### config.mk
export PLATFORM = sky130hd
export DESIGN_NAME = uart_rx
export DESIGN_NICKNAME = d
export VERILOG_FILES = /design/src/rtl/uart_rx.sv
export SDC_FILE = /design/constraint.sdc
export NUM_CORES = 1
export LEC_CHECK = 0
export ABC_AREA = 1
export BUFFER_PORTS_ARGS = -buffer_cell sky130_fd_sc_hd__clkbuf_2
export CAP_MARGIN = 20
export CORE_UTILIZATION = 35
export CTS_CLUSTER_DIAMETER = 80
export DETAILED_ROUTE_END_ITERATION = 12
export PLACE_DENSITY = 0.56
export SLEW_MARGIN = 20
export SYNTH_ARGS = -nofsm -noshare
export SYNTH_HDL_FRONTEND = slang
export SYNTH_SLANG_ARGS = --single-unit
### constraint.sdc
create_clock -name clk -period 1.7 [get_ports clk]
set_input_delay 0.085 -clock clk [delete_from_list [all_inputs] [get_ports clk]]
set_output_delay 0.085 -clock clk [all_outputs]
set_load 0.02 [all_outputs]
### src/rtl/uart_rx.sv
// UART receiver: 2-flop synchronized line, mid-bit sampling, optional even parity,
// held output word with parity/frame/overrun flags cleared by a read acknowledge.
module uart_rx #(
    parameter int unsigned BaudRate        = 9600,
    parameter int unsigned ParityBit       = 0,
    parameter int unsigned DataBitsSizeInt = 8,
    parameter int unsigned StopBitsSize    = 1,
    parameter int unsigned ClockFreqHz     = 10000000
) (
    input  logic                       clk,
    input  logic                       rst_n,
    input  logic                       rx_sig,
    input  logic                       read,
    output logic [DataBitsSizeInt-1:0] read_data,
    output logic                       rx_valid,
    output logic                       parity_err,
    output logic                       frame_err,
    output logic                       overrun_err
);

    localparam int unsigned SClkPeriod = ClockFreqHz / BaudRate;
    localparam int unsigned CntW       = $clog2(SClkPeriod) + 1;
    localparam int unsigned BitW       = $clog2(DataBitsSizeInt + 1);
    localparam int unsigned N          = DataBitsSizeInt;

    localparam logic [CntW-1:0] HalfLast = CntW'(SClkPeriod / 2 - 1);
    localparam logic [CntW-1:0] FullLast = CntW'(SClkPeriod - 1);
    localparam logic [BitW-1:0] LastBit  = BitW'(DataBitsSizeInt - 1);

    typedef enum logic [2:0] {
        StIdle   = 3'd0,
        StStart  = 3'd1,
        StData   = 3'd2,
        StParity = 3'd3,
        StStop   = 3'd4
    } state_e;

    state_e          state_q, state_d;
    logic [CntW-1:0] cnt_q, cnt_d;
    logic [BitW-1:0] bit_cnt_q, bit_cnt_d;
    logic [N-1:0]    shift_q, shift_d;
    logic            par_err_q, par_err_d;
    logic            rx_meta_q, rx_s_q, rx_prev_q;
    logic            done;

    // Only the first stop bit is ever checked, so the stop-bit count has no effect here.
    logic unused_stop_cfg;
    assign unused_stop_cfg = (StopBitsSize != 0);

    always_ff @(posedge clk or negedge rst_n) begin
        if (!rst_n) begin
            rx_meta_q <= 1'b1;
            rx_s_q    <= 1'b1;
            rx_prev_q <= 1'b1;
        end else begin
            rx_meta_q <= rx_sig;
            rx_s_q    <= rx_meta_q;
            rx_prev_q <= rx_s_q;
        end
    end

    always_comb begin
        state_d   = state_q;
        cnt_d     = cnt_q + CntW'(1);
        bit_cnt_d = bit_cnt_q;
        shift_d   = shift_q;
        par_err_d = par_err_q;
        done      = 1'b0;
        case (state_q)
            StIdle: begin
                cnt_d = '0;
                if (rx_prev_q && !rx_s_q) begin
                    state_d   = StStart;
                    par_err_d = 1'b0;
                end
            end
            StStart: begin
                if (cnt_q == HalfLast) begin
                    cnt_d   = '0;
                    state_d = rx_s_q ? StIdle : StData;
                end
            end
            StData: begin
                if (cnt_q == FullLast) begin
                    cnt_d   = '0;
                    shift_d = {rx_s_q, shift_q[N-1:1]};
                    if (bit_cnt_q == LastBit) begin
                        bit_cnt_d = '0;
                        state_d   = (ParityBit != 0) ? StParity : StStop;
                    end else begin
                        bit_cnt_d = bit_cnt_q + BitW'(1);
                    end
                end
            end
            StParity: begin
                if (cnt_q == FullLast) begin
                    cnt_d     = '0;
                    par_err_d = (^shift_q) ^ rx_s_q;
                    state_d   = StStop;
                end
            end
            StStop: begin
                if (cnt_q == FullLast) begin
                    cnt_d   = '0;
                    done    = 1'b1;
                    state_d = StIdle;
                end
            end
            default: begin
                state_d   = StIdle;
                cnt_d     = '0;
                bit_cnt_d = '0;
            end
        endcase
    end

    always_ff @(posedge clk or negedge rst_n) begin
        if (!rst_n) begin
            state_q   <= StIdle;
            cnt_q     <= '0;
            bit_cnt_q <= '0;
            shift_q   <= '0;
            par_err_q <= 1'b0;
        end else begin
            state_q   <= state_d;
            cnt_q     <= cnt_d;
            bit_cnt_q <= bit_cnt_d;
            shift_q   <= shift_d;
            par_err_q <= par_err_d;
        end
    end

    // A completing frame takes priority over a simultaneous read acknowledge.
    always_ff @(posedge clk or negedge rst_n) begin
        if (!rst_n) begin
            read_data   <= '0;
            rx_valid    <= 1'b0;
            parity_err  <= 1'b0;
            frame_err   <= 1'b0;
            overrun_err <= 1'b0;
        end else if (done) begin
            read_data   <= shift_q;
            rx_valid    <= 1'b1;
            parity_err  <= (ParityBit != 0) && par_err_q;
            frame_err   <= ~rx_s_q;
            overrun_err <= rx_valid && !read;
        end else if (read && rx_valid) begin
            rx_valid    <= 1'b0;
            parity_err  <= 1'b0;
            frame_err   <= 1'b0;
            overrun_err <= 1'b0;
        end
    end

endmodule

==> flow_metrics.py <==
metrics = {
    "min_path": {
        "hold_class": "reg -> reg",
        "worstHoldStart": "rx_meta_q",
        "holdPathStages": 0,
        "holdPathEnd": "rx_s_q",
    },
    "global_routing": {
        "grtUsageTotal_pct": 13.9,
        "grt_pass1_vias": 1523,
        "grt_pass1_wl_um": 6670,
        "top_usage_layer": "met2",
        "grt_antenna_before_repair": 0,
        "grt_max_degree": 42,
        "grt.met2_usage_pct": 22.3,
        "grt-ovfl-total": 0,
        "met3_usage_pct": 3.45,
        "grt_use_met1_pct": 17.2,
    },
    "clock_tree": {
        "cts_num_sinks": 41,
        "cts_setup_buffers": 0,
        "insertion_delay_ps": 300,
        "ctsHtreeMaxLevel": 2,
        "clk_pin_slew_ps": 80,
        "cts_tree": "yes",
        "clk_path_buf_depth": 2,
        "cts_buffers": 5,
        "root_buffer": "clkbuf_8",
    },
    "synth": {
        "postSynthCellCount": 252,
        "synthesis.area_um2": 2070,
        "yosysWarningCount": 0,
        "ys_seq_area_share_pct": 49.8,
        "ys_seq_elements": 41,
        "syn_nets": 259,
        "synth.distinct_cells": 30,
        "synth.avg_cell_area_um2": 8.21,
    },
    "timing": {
        "max_freq_mhz": 643,
        "hold_slack_ps": 360,
        "rsz0062_at_grt": "false",
        "finalCriticalPeriod_ps": 1550,
        "setup_violations": 0,
        "finalClockSkew_ps": 10.7,
        "finalSetupTns_ps": 0,
        "relSlewSlack_pct": 65.8,
        "tightest_slew_ps": 513,
        "finalCritPeriodShare_pct": 91.4,
        "finalHoldViolCount": 0,
        "final_max_slew_viol_count": 0,
    },
    "cells_and_area": {
        "layout_common_cells": "86 x nand2_1, 38 x dfrtp_1, 25 x inv_1, 19 x nor2_1, 17 x o21ai_0",
        "drive_above_1_share_pct": 21.9,
        "final-instance-count-excl-fill": 350,
        "finalInstanceArea_um2": 2380,
        "layout_commonest_cell": "nand2_1",
        "syn_to_final_growth_pct": 15.2,
        "diodes": 0,
        "fin_nets": 284,
    },
    "die": {
        "start_util_pct": 36.9,
        "pin_count": 16,
        "row_count": 27,
        "die-area_um2": 6220,
        "die_h_um": 78.9,
        "die_w_um": 78.9,
        "coreArea_um2": 5610,
    },
    "placement": {
        "dp.cells": 339,
        "port_buffers": 14,
        "gp_congestion": 0.855,
        "hpwl_um": 2660,
        "dpl_cell_area_um2": 2230,
    },
    "critical_path": {
        "cpMostUsedCell": "nand2_1",
        "ff2ff_path_depth": 8,
        "cp.required_ps": 1890,
        "rr_endpoint": "overrun_err",
        "critPathArrivalTime_ps": 1740,
        "critPathMaxStageDelay_ps": 400,
        "timing.critical_path.cells": "inv_1 -> ha_1 -> nand2_1 -> nor2_4 -> nand4_2 -> buf_4 -> nand3_1 -> nand2_1",
        "end_kind": "flop",
        "r2r-start": "cnt_q[0]",
        "cp_max_fo": 6,
        "regToRegSetupSlack_ps": 150,
        "crit_path_start_kind": "flop",
        "cp_slowest_cell": "dfrtp_1",
        "critPathKind": "reg -> reg",
    },
    "pwr": {
        "switching_share_pct": 35.1,
        "intPower_w": 0.00169,
        "p_leak_nw": 1.20,
        "clkPwrFrac_pct": 30.6,
        "p_per_area_nw_per_um2": 1090,
        "peakVddDrop_uv": 344,
        "power_frac_seq_pct": 42.8,
        "p_sw_w": 0.000915,
        "pwr-share-comb_pct": 26.6,
    },
    "drt": {
        "via_per_inst": 4.48,
        "avgRoutedWirePerCell_um": 10.5,
        "drt-initial-drc-count": 124,
        "drc_errors": 0,
        "wirelength_um": 3670,
        "postRouteAntennaNets": 0,
        "vias": 1569,
        "drt_pass1_iterations": 4,
    },
    "outcome": {
        "outcome": "finished, final reports clean",
    },
    "job": {
        "drv_cap": 0,
    },
}
-- registers in the layout, summed over array words and instances, names as in the netlist --
name / count
state_q: 3
frame_err: 1
bit_cnt_q: 4
cnt_q: 12
rx_s_q: 1
rx_prev_q: 1
overrun_err: 1
read_data: 8
shift_q: 8
rx_valid: 1
rx_meta_q: 1
-- area by class of cell --
| cell class | instances | area (µm²) |
|---|---|---|
| clock buffer | 5 | 68.8 |
| clock inverter | 3 | 46.3 |
| fill | 571 | 3220 |
| inverter | 31 | 121 |
| multi-input combinational | 176 | 890 |
| sequential | 41 | 1030 |
| tap | 72 | 90.1 |
| timing repair buffer | 22 | 138 |
-- critical path, delay by kind of cell (launching register included) --
family,cells,cell delay [ps]
and+or+nand+nor,5,550
DFF,1,400
buffers and inverters,2,320
adders and majority gates,1,170
-- per-layer routing --
metal / vias up / share of wire (%)
met1: 712 / 51
met2: 27 / 43
met4: 0 / 2.5
met3: 7 / 3.8
li1: 823 / -
met5: - / 0
-- metrics by stage --
| step | utilization, % | power [W] | setup slack [ps] |
|---|---|---|---|
| after floorplan | - | 0.00177 | 272 |
| after detailed placement | 39.7 | 0.00182 | 106 |
| after CTS | 42.3 | 0.00264 | 98.9 |
| after global placement | 39.7 | 0.00182 | 140 |
| after global routing | 42.5 | 0.00277 | 21.8 |
| final | 42.5 | 0.00260 | 146 |
-- how the worst max path moves through the flow --
stage                         endpoint  slack [ps]     start
after floorplan              cnt_q[11]         270  cnt_q[0]
after global placement        cnt_q[4]         140  cnt_q[0]
after detailed placement      cnt_q[8]         110  cnt_q[0]
after CTS                     cnt_q[4]         100  cnt_q[0]
after global routing      read_data[2]          20  cnt_q[0]
final                      overrun_err         150  cnt_q[0]
-- power by group through the flow --
stage          logic, W  clock network (W)  registers [W]
2_1_floorplan  0.000645                  0        0.00112
3_3_place_gp   0.000684                  0        0.00113
3_5_place_dp   0.000686                  0        0.00113
4_1_cts        0.000693           0.000831        0.00111
5_1_grt        0.000781           0.000862        0.00113
6_report       0.000691           0.000796        0.00112
-- synth_stat cells --
library cell / n / area (µm²)
nand2_1: 87 / 327
dfrtp_1: 38 / 951
inv_1: 25 / 93.8
nor2_1: 19 / 71.3
o21ai_0: 17 / 85.1
nor2_2: 11 / 68.8
nand3_1: 7 / 35.0
inv_2: 5 / 18.8
xor2_1: 5 / 43.8
nand4_1: 4 / 25.0
nor2_4: 4 / 45.0
dfstp_2: 3 / 78.8
ha_1: 3 / 37.5
nand2_2: 3 / 18.8
o21ai_1: 3 / 15.0
a21oi_1: 2 / 10.0
buf_4: 2 / 15.0
nand2_4: 2 / 22.5
buf_12: 1 / 20.0
buf_2: 1 / 5.00
clkinv_1: 1 / 3.75
conb_1: 1 / 3.75
nand3_4: 1 / 17.5
nand4_2: 1 / 12.5
nor3_1: 1 / 5.00
nor3b_1: 1 / 7.51
nor4_1: 1 / 6.26
o211ai_1: 1 / 7.51
o21ai_2: 1 / 8.76
xnor2_1: 1 / 8.76
-- cells by family after synthesis --
family	Yosys count	synth area share, %
buf+inv	35	7.56
compound gates	24	6.11
xor+xnor	6	2.54
other cells	1	0.181
fa+ha+maj	3	1.82
simple gates	142	32.0
flops	41	49.8
-- repair_timing --
item | CTS | global route
hold endpoints to repair | 40 | 0
endpoints found under the setup margin | 0 | 8
hold buffers | 3 | 0
gates resized for setup | 0 | 4
Note: power is estimated with default switching activity, not from simulation.
